File: src/rtl/iir_pkg.sv
// Shared types and constants for the IIR notch-chain coefficient loader.
package iir_pkg;

   typedef enum logic [1:0] {
      IDLE   = 2'd0,
      NUM    = 2'd1,
      DEN    = 2'd2,
      COMMIT = 2'd3
   } state_t;

   // Header stage-select codes
   localparam logic [1:0] IIR_1_NOTCH   = 2'd0;
   localparam logic [1:0] IIR_2_NOTCH   = 2'd1;
   localparam logic [1:0] IIR_2_4_NOTCH = 2'd2;
   localparam logic [1:0] SEL_INVALID   = 2'd3;

   localparam int unsigned NUM_COEFF_DEPTH = 3;
   localparam int unsigned DEN_COEFF_DEPTH = 2;

endpackage : iir_pkg

File: src/rtl/iir_coeff_loader.sv
// Assembles b0..b2 / a1..a2 frames from a valid/ready word stream and commits
// them to one notch stage through the shared coefficient buses.
module iir_coeff_loader
   import iir_pkg::*;
#(
   parameter int unsigned COEFF_WIDTH = 20,
   parameter int unsigned COEFF_FRAC  = 18
) (
   input  logic                                          clk,
   input  logic                                          rst_n,
   input  logic                                          s_valid,
   output logic                                          s_ready,
   input  logic [COEFF_WIDTH-1:0]                        s_data,
   input  logic                                          abort,
   output logic [NUM_COEFF_DEPTH-1:0][COEFF_WIDTH-1:0]   num_coeff_out,
   output logic [DEN_COEFF_DEPTH-1:0][COEFF_WIDTH-1:0]   den_coeff_out,
   output logic                                          num_coeff_1_wr_en,
   output logic                                          den_coeff_1_wr_en,
   output logic                                          num_coeff_2_wr_en,
   output logic                                          den_coeff_2_wr_en,
   output logic                                          num_coeff_2_4_wr_en,
   output logic                                          den_coeff_2_4_wr_en,
   output logic                                          busy,
   output logic                                          done,
   output logic                                          sel_err
);

   if (COEFF_FRAC >= COEFF_WIDTH) begin : g_bad_frac
      $error("COEFF_FRAC must be smaller than COEFF_WIDTH");
   end

   state_t                                        state;
   logic [1:0]                                    word_cnt;
   logic [1:0]                                    sel;
   logic                                          ready_q;
   logic [NUM_COEFF_DEPTH-1:0][COEFF_WIDTH-1:0]   num_stg;
   logic [DEN_COEFF_DEPTH-1:0][COEFF_WIDTH-1:0]   den_stg;
   logic                                          accept;

   // ready_q is low only in COMMIT and reset; abort masks the handshake that cycle
   assign s_ready = ready_q & ~abort & rst_n;
   assign accept  = s_valid & s_ready;
   assign busy    = (state != IDLE);

   // Frame FSM, word counter, staging and committed output registers
   always_ff @(posedge clk) begin
      if (!rst_n) begin
         state               <= IDLE;
         word_cnt            <= '0;
         sel                 <= IIR_1_NOTCH;
         sel_err             <= 1'b0;
         ready_q             <= 1'b0;
         num_stg             <= '0;
         den_stg             <= '0;
         num_coeff_out       <= '0;
         den_coeff_out       <= '0;
         num_coeff_1_wr_en   <= 1'b0;
         den_coeff_1_wr_en   <= 1'b0;
         num_coeff_2_wr_en   <= 1'b0;
         den_coeff_2_wr_en   <= 1'b0;
         num_coeff_2_4_wr_en <= 1'b0;
         den_coeff_2_4_wr_en <= 1'b0;
         done                <= 1'b0;
      end else begin
         ready_q             <= 1'b1;
         done                <= 1'b0;
         num_coeff_1_wr_en   <= 1'b0;
         den_coeff_1_wr_en   <= 1'b0;
         num_coeff_2_wr_en   <= 1'b0;
         den_coeff_2_wr_en   <= 1'b0;
         num_coeff_2_4_wr_en <= 1'b0;
         den_coeff_2_4_wr_en <= 1'b0;

         case (state)
            IDLE: begin
               if (abort) begin
                  word_cnt <= '0;
               end else if (accept) begin
                  sel      <= s_data[1:0];
                  sel_err  <= (s_data[1:0] == SEL_INVALID);
                  word_cnt <= '0;
                  state    <= NUM;
               end
            end

            NUM: begin
               if (abort) begin
                  word_cnt <= '0;
                  state    <= IDLE;
               end else if (accept) begin
                  num_stg[word_cnt] <= s_data;
                  if (word_cnt == 2'(NUM_COEFF_DEPTH - 1)) begin
                     word_cnt <= '0;
                     state    <= DEN;
                  end else begin
                     word_cnt <= word_cnt + 2'd1;
                  end
               end
            end

            DEN: begin
               if (abort) begin
                  word_cnt <= '0;
                  state    <= IDLE;
               end else if (accept) begin
                  den_stg[word_cnt[0]] <= s_data;
                  if (word_cnt == 2'(DEN_COEFF_DEPTH - 1)) begin
                     word_cnt <= '0;
                     // An invalid select drains the frame without writing anything
                     if (sel != SEL_INVALID) begin
                        state   <= COMMIT;
                        ready_q <= 1'b0;
                     end else begin
                        state   <= IDLE;
                     end
                  end else begin
                     word_cnt <= word_cnt + 2'd1;
                  end
               end
            end

            COMMIT: begin
               num_coeff_out       <= num_stg;
               den_coeff_out       <= den_stg;
               done                <= 1'b1;
               num_coeff_1_wr_en   <= (sel == IIR_1_NOTCH);
               den_coeff_1_wr_en   <= (sel == IIR_1_NOTCH);
               num_coeff_2_wr_en   <= (sel == IIR_2_NOTCH);
               den_coeff_2_wr_en   <= (sel == IIR_2_NOTCH);
               num_coeff_2_4_wr_en <= (sel == IIR_2_4_NOTCH);
               den_coeff_2_4_wr_en <= (sel == IIR_2_4_NOTCH);
               state               <= IDLE;
            end

            default: state <= IDLE;
         endcase
      end
   end

endmodule : iir_coeff_loader

File: config.mk
export PLATFORM = sky130hd
export DESIGN_NAME = iir_coeff_loader
export DESIGN_NICKNAME = d
export VERILOG_FILES = /design/src/rtl/iir_pkg.sv /design/src/rtl/iir_coeff_loader.sv
export SDC_FILE = /design/constraint.sdc
export NUM_CORES = 1
export LEC_CHECK = 0
export ABC_AREA = 0
export CAP_MARGIN = 0
export CORE_MARGIN = 4
export CORE_UTILIZATION = 48
export DETAILED_ROUTE_END_ITERATION = 8
export GPL_ROUTABILITY_DRIVEN = 0
export PLACE_DENSITY_LB_ADDON = 0.1
export SYNTH_ARGS = -nofsm -noshare
export SYNTH_HDL_FRONTEND = slang
export SYNTH_SLANG_ARGS = --single-unit
File: constraint.sdc
create_clock -name clk -period 1.7 [get_ports clk]
set_input_delay 0.34 -clock clk [delete_from_list [all_inputs] [get_ports clk]]
set_output_delay 0.34 -clock clk [all_outputs]
set_load 0.02 [all_outputs]
==> impl_metrics.py, run 1 <==
metrics = {
    "status": {
        "status": "finished, final reports clean",
    },
    "global_route": {
        "grt_overflow": 0,
        "grt_pass1_vias": 5910,
        "antenna_found_initial": 0,
        "grtUsageTotal_pct": 20.4,
        "grt_max_degree": 93,
        "grt_first_pass_wirelength_um": 32100,
    },
    "worst_setup_path": {
        "rr_startpoint": "state[0]$_SDFFE_PN0P_",
        "r2r-end": "den_stg[25]$_SDFFE_PN0P_",
        "crit_arrival_ns": 1.33,
        "crit_required_ns": 1.36,
        "crit_fanout": 3,
        "end_kind": "output pin",
        "setup.worst_path.class": "reg2out",
        "crit_start": "state[1]$_SDFFE_PN0P_",
        "crit_end": "busy",
        "rr_worst_depth": 8,
        "r2r_slack_ns": 0.09,
        "start_kind": "flip-flop",
    },
    "clock_tree": {
        "cts.clk_slew.worst_paths_ns": 0.06,
        "cts_max_level": 1,
        "insertion_delay_ns": 0.50,
        "postCtsHoldBufs": 0,
        "cts.sinks": 212,
        "cts_tree": "yes",
        "numCtsBuffers": 22,
        "clk_path_buf_depth": 3,
        "clock-root-buffer": "clkbuf_16",
    },
    "floorplanning": {
        "io_pins": 134,
        "start_util_pct": 49.2,
        "die_h_um": 139,
        "die_x_um": 139,
        "dieArea_mm2": 0.0192,
        "core-area_mm2": 0.0166,
        "rows": 47,
    },
    "synth": {
        "syn-num-nets": 847,
        "ys_types": 34,
        "syn_area_per_cell_um2": 10.0,
        "synth-seq-cells": 212,
        "ys_seq_area_share_pct": 51.8,
        "ys.warnings.count": 0,
        "syn_inst": 818,
        "syn-cell-area_mm2": 0.00819,
    },
    "finish": {
        "nets": 978,
        "area_growth_pct": 28.0,
        "fin_area_mm2": 0.0105,
        "layout_common_cells": "dfxtp_1, nand2_1, mux2i_1",
        "final_common_cell": "dfxtp_1",
        "multi_input_area_mm2": 0.00363,
        "fillers": 1429,
        "final_core_util_pct": 63.0,
        "final_layout_size_suffix_gt1_share_pct": 9.13,
        "diodes": 0,
        "seqCellArea_mm2": 0.00425,
    },
    "placement": {
        "hpwl_um": 13400,
        "place_area_mm2": 0.00981,
        "port_buffers": 133,
    },
    "pwr": {
        "pwr_density_cell_mw_per_mm2": 986,
        "vdd_ir_drop_max_mv": 0.799,
        "leakagePower_nw": 3.97,
    },
    "routing": {
        "num_vias": 6018,
        "drtAntennaViolNets": 0,
        "wl_per_cell_um": 17.4,
        "via_per_inst": 5.08,
        "firstDrtPassIters": 4,
        "drt_iter0_drc": 356,
        "wl_um": 20700,
        "drc_errors": 0,
    },
    "sta": {
        "finalHoldViolCount": 0,
        "rsz0062_at_grt": "true",
        "finalSetupTns_ns": 0,
        "fmax_mhz": 600,
        "tightest_slew_ns": 0.696,
        "period_needed_ns": 1.67,
        "max-slew-margin-rel_pct": 53.6,
        "maxSlewViolCount": 0,
        "setup_violations": 0,
        "min_period_over_period_pct": 98.1,
        "skew_ns": 0.00663,
    },
    "hold_path": {
        "min_path_cells": 2,
        "hold_class": "in2reg",
    },
    "flow_run": {
        "drv_cap": 0,
    },
}
[registers in the layout, indices dropped and copies added (netlist names)]
name and flops:
den_coeff_1_wr_en 1, den_coeff_2_4_wr_en 1, den_coeff_2_wr_en 1, den_coeff_out 40
den_stg 40, done 1, num_coeff_out 60, num_stg 60
ready_q 1, sel 2, sel_err 1, state 2
word_cnt 2
[worst min-delay path by stage]
stage / to / start
detailed placement: num_stg[53]$_SDFFE_PN0P_ / num_stg[53]$_SDFFE_PN0P_
finish: ready_q$_SDFF_PN0_ / rst_n
floorplan: num_stg[20]$_SDFFE_PN0P_ / num_stg[20]$_SDFFE_PN0P_
CTS: ready_q$_SDFF_PN0_ / rst_n
global placement: num_stg[20]$_SDFFE_PN0P_ / num_stg[20]$_SDFFE_PN0P_
global route: ready_q$_SDFF_PN0_ / rst_n
[synth_stat cells, drive strengths merged]
cell | count | share of area, %
a21boi | 85 | 7.8
a21oi | 3 | 0.18
a22o | 1 | 0.11
and2b | 1 | 0.092
and3 | 3 | 0.26
and3b | 1 | 0.11
and4b | 2 | 0.24
buf | 36 | 2.8
clkbuf | 24 | 1.1
dfxtp | 212 | 52
ha | 5 | 0.76
inv | 6 | 0.28
mux2i | 124 | 15
nand2 | 169 | 7.7
nand3 | 6 | 0.43
nand4 | 1 | 0.076
nand4b | 1 | 0.11
nor2 | 3 | 0.14
nor2b | 122 | 9.3
nor3 | 2 | 0.12
nor3b | 2 | 0.18
nor4 | 1 | 0.076
nor4b | 1 | 0.29
o21a | 1 | 0.092
o21ai | 2 | 0.12
o21ba | 1 | 0.12
o32ai | 1 | 0.20
or4 | 1 | 0.092
or4b | 1 | 0.12
[critical path, stage by stage, from the launching register on]
cell and delay, ns:
dfxtp_2 0.33, inv_1 0.10, ha_2 0.21, inv_2 0.05, buf_4 0.15
[area by class of cell]
type	instances	area share (%)
Inverter	6	0.215
Clock buffer	35	6.69
Multi-Input combinational cell	540	34.6
Clock inverter	4	0.227
Sequential cell	212	40.5
Tap cell	220	2.63
Timing Repair Buffer	167	15.1
[power breakdown]
| group | leakage (nW) | total [mW] | switching [mW] | internal (mW) |
|---|---|---|---|---|
| registers | 1.71 | 5.01 | 0.0171 | 4.99 |
| logic | 1.90 | 0.606 | 0.332 | 0.274 |
| clock network | 0.362 | 4.72 | 1.91 | 2.82 |
[repair_timing]
action                     4_1_cts  5_1_grt
pin swaps                        0        1
buffers inserted                 0        1
resized for setup              118        6
setup endpoints to repair      110       46
cloned                           0        3
[layer usage]
metal / part of all wire, % / track usage (%)
met5: 0 / 0
met4: 3.1 / 6.55
met3: 5.2 / 3.79
met2: 45 / 32.8
met1: 46 / 28.0
[stage by stage]
step                      power, mW  std cells  worst slack [ns]  hold WS (ns)
after global placement         5.69       1141            -0.239         0.436
after CTS                      10.4       1180           0.00683         0.131
after global routing           10.7       1184           -0.0368         0.144
after floorplan                5.44        818             0.101         0.430
final                          10.3       1184            0.0325         0.142
after detailed placement       5.71       1141            -0.268         0.446
[logic make-up after synthesis]
family / after synthesis / synth area share, %
AOI/OAI and AO/OA: 94 / 8.62
buffers and inverters: 66 / 4.22
and+or+nand+nor: 317 / 19.4
DFF: 212 / 51.8
adders and majority gates: 5 / 0.764
muxes: 124 / 15.2
Note: power is estimated with default switching activity, not from simulation.
==> run 2: changes to the inputs <==
- CORE_MARGIN: 4 -> 1
- clock period: 1.7 -> 1.47 ns (I/O delays scaled with it)
==> run 2 against run 1 <==
The flow now finishes with violations (setup timing); via count increased by 1.7%; worst hold slack improved by 0.10 ns; clock skew grew 0.0026 ns; critical path depth grew 4; flip-flop and latch count did not move; non-clock buffer count is 16 higher; sequential share of layout area is 2.0 points lower; clock-buffer cell count down 6; setup slack got worse by 0.24 ns; global-route usage rose by 2.4 points; register-to-register slack got worse by 0.30 ns; routed wire length is 1.4% higher; largest power group unchanged.
==> impl_metrics.py, run 2 (synthesis gave the netlist of run 1 again) <==
metrics = {
    "routing": {
        "drt_iter0_drc": 278,
        "wl_um": 20900,
        "via_per_inst": 5.09,
        "firstDrtPassIters": 4,
        "num_vias": 6118,
        "wl_per_cell_um": 17.4,
        "drtAntennaViolNets": 0,
        "drc_errors": 0,
    },
    "sta": {
        "tightest_slew_ns": 0.604,
        "finalHoldViolCount": 0,
        "skew_ns": 0.00919,
        "maxSlewViolCount": 0,
        "setup_violations": 44,
        "fmax_mhz": 596,
        "setup_ws_ns": -0.207,
        "period_needed_ns": 1.68,
        "max-slew-margin-rel_pct": 59.7,
        "rsz0062_at_grt": "true",
        "min_period_over_period_pct": 114,
    },
    "floorplanning": {
        "core-area_mm2": 0.0166,
        "io_pins": 134,
        "die_h_um": 133,
        "die_x_um": 133,
        "rows": 47,
        "dieArea_mm2": 0.0176,
        "start_util_pct": 49.2,
    },
    "placement": {
        "port_buffers": 133,
        "hpwl_um": 12700,
        "dp.cells": 1144,
        "place_area_mm2": 0.00987,
        "pre_cts_slack_ns": -0.474,
    },
    "pwr": {
        "swShare_pct": 21.5,
        "p_seq_share_pct": 46.6,
        "clock_power_share_pct": 46.1,
        "vdd_ir_drop_max_mv": 0.945,
        "leakagePower_nw": 3.79,
        "p_switching_mw": 2.67,
        "pwr_density_cell_mw_per_mm2": 1130,
        "power_frac_comb_pct": 7.3,
        "p_int_mw": 9.76,
    },
    "worst_setup_path": {
        "start_kind": "flip-flop",
        "crit_required_ns": 1.86,
        "end_kind": "flip-flop",
        "crit_arrival_ns": 2.06,
        "setup.worst_path.class": "reg2reg",
        "crit_fanout": 10,
    },
    "flow_run": {
        "drv_cap": 0,
    },
    "hold_path": {
        "hold_class": "in2reg",
    },
    "finish": {
        "top_regs": "num_coeff_out: 60 flops, num_stg: 60 flops",
        "layout_common_cells": "dfxtp_1, nand2_1, mux2i_1",
        "area_growth_pct": 34.9,
        "layout.cells.non_filler": 1203,
        "nets": 997,
        "fin_area_mm2": 0.0110,
        "final_core_util_pct": 66.4,
        "final_common_cell": "dfxtp_1",
        "final_layout_size_suffix_gt1_share_pct": 21.7,
        "diodes": 0,
    },
    "global_route": {
        "grtUsageTotal_pct": 22.8,
        "grt_pass1_vias": 6046,
        "grt_first_pass_wirelength_um": 32000,
        "grt_overflow": 0,
        "antenna_found_initial": 0,
        "grt_max_degree": 81,
    },
    "status": {
        "violations": "setup timing",
        "status": "finished with violations",
    },
    "clock_tree": {
        "insertion_delay_ns": 0.50,
        "cts.sinks": 212,
        "cts_tree": "yes",
        "cts_max_level": 1,
        "clk_path_buf_depth": 3,
        "numCtsBuffers": 22,
        "clock-root-buffer": "clkbuf_16",
        "cts.clk_slew.worst_paths_ns": 0.06,
    },
}
run 2: final timing paths:
path | startpoint | to | slack, ns | depth (start not counted)
max | state[1]$_SDFFE_PN0P_ | den_stg[29]$_SDFFE_PN0P_ | -0.21 | 8
min | rst_n | sel_err$_SDFFE_PN0P_ | 0.24 | 3
max reg2reg | state[1]$_SDFFE_PN0P_ | den_stg[29]$_SDFFE_PN0P_ | -0.21 | 8
min reg2reg | num_stg[8]$_SDFFE_PN0P_ | num_stg[8]$_SDFFE_PN0P_ | 0.45 | 2
run 2: power groups by stage:
stage | Clock (mW) | Sequential, mW | Combinational [mW]
floorplan | 0 | 5.92 | 0.386
global placement | 0 | 5.92 | 0.669
detailed placement | 0 | 5.92 | 0.700
CTS | 5.87 | 5.80 | 0.819
global route | 6.13 | 5.79 | 0.957
finish | 5.73 | 5.80 | 0.901
run 2: layer usage:
metal	vias to the layer above	part of all wire (%)	global-route usage (%)	wire length, um
met5	-	0	0	0
li1	2999	-	-	-
met2	150	50	39.6	10400
met4	0	1.9	7.60	398
met1	2940	43	28.6	9080
met3	29	5.1	4.06	1060
run 2: cell type report:
class / count / area [um^2]
Fill cell: 1297 / 5600
Clock inverter: 10 / 129
Sequential cell: 212 / 4250
Clock buffer: 29 / 628
Inverter: 6 / 30.0
Multi-Input combinational cell: 543 / 3870
Timing Repair Buffer: 183 / 1860
Tap cell: 220 / 275
run 2: worst max-delay path: stages (launching register included):
cell and delay, ns:
dfxtp_2 0.35, buf_6 0.10, ha_4 0.15, inv_8 0.04, nor4b_4 0.29, buf_6 0.18
clkbuf_16 0.19, mux2i_1 0.19, nor2b_1 0.06
run 2: stage by stage:
step	total power [mW]	setup TNS [ns]	hold WS [ns]
floorplan	6.30	0	0.385
global placement	6.58	-40.61	0.440
detailed placement	6.62	-44.50	0.446
CTS	12.5	-5.45	0.206
global route	12.9	-10.57	0.231
finish	12.4	-6.21	0.244
run 2: repair_timing:
action                                  4_1_cts  5_1_grt
gates cloned                                  7        5
setup buffers                                 9        6
pin swaps                                     3       32
endpoints found under the setup margin      215      137
hold buffers                                  0        0
resized for setup                           259      114
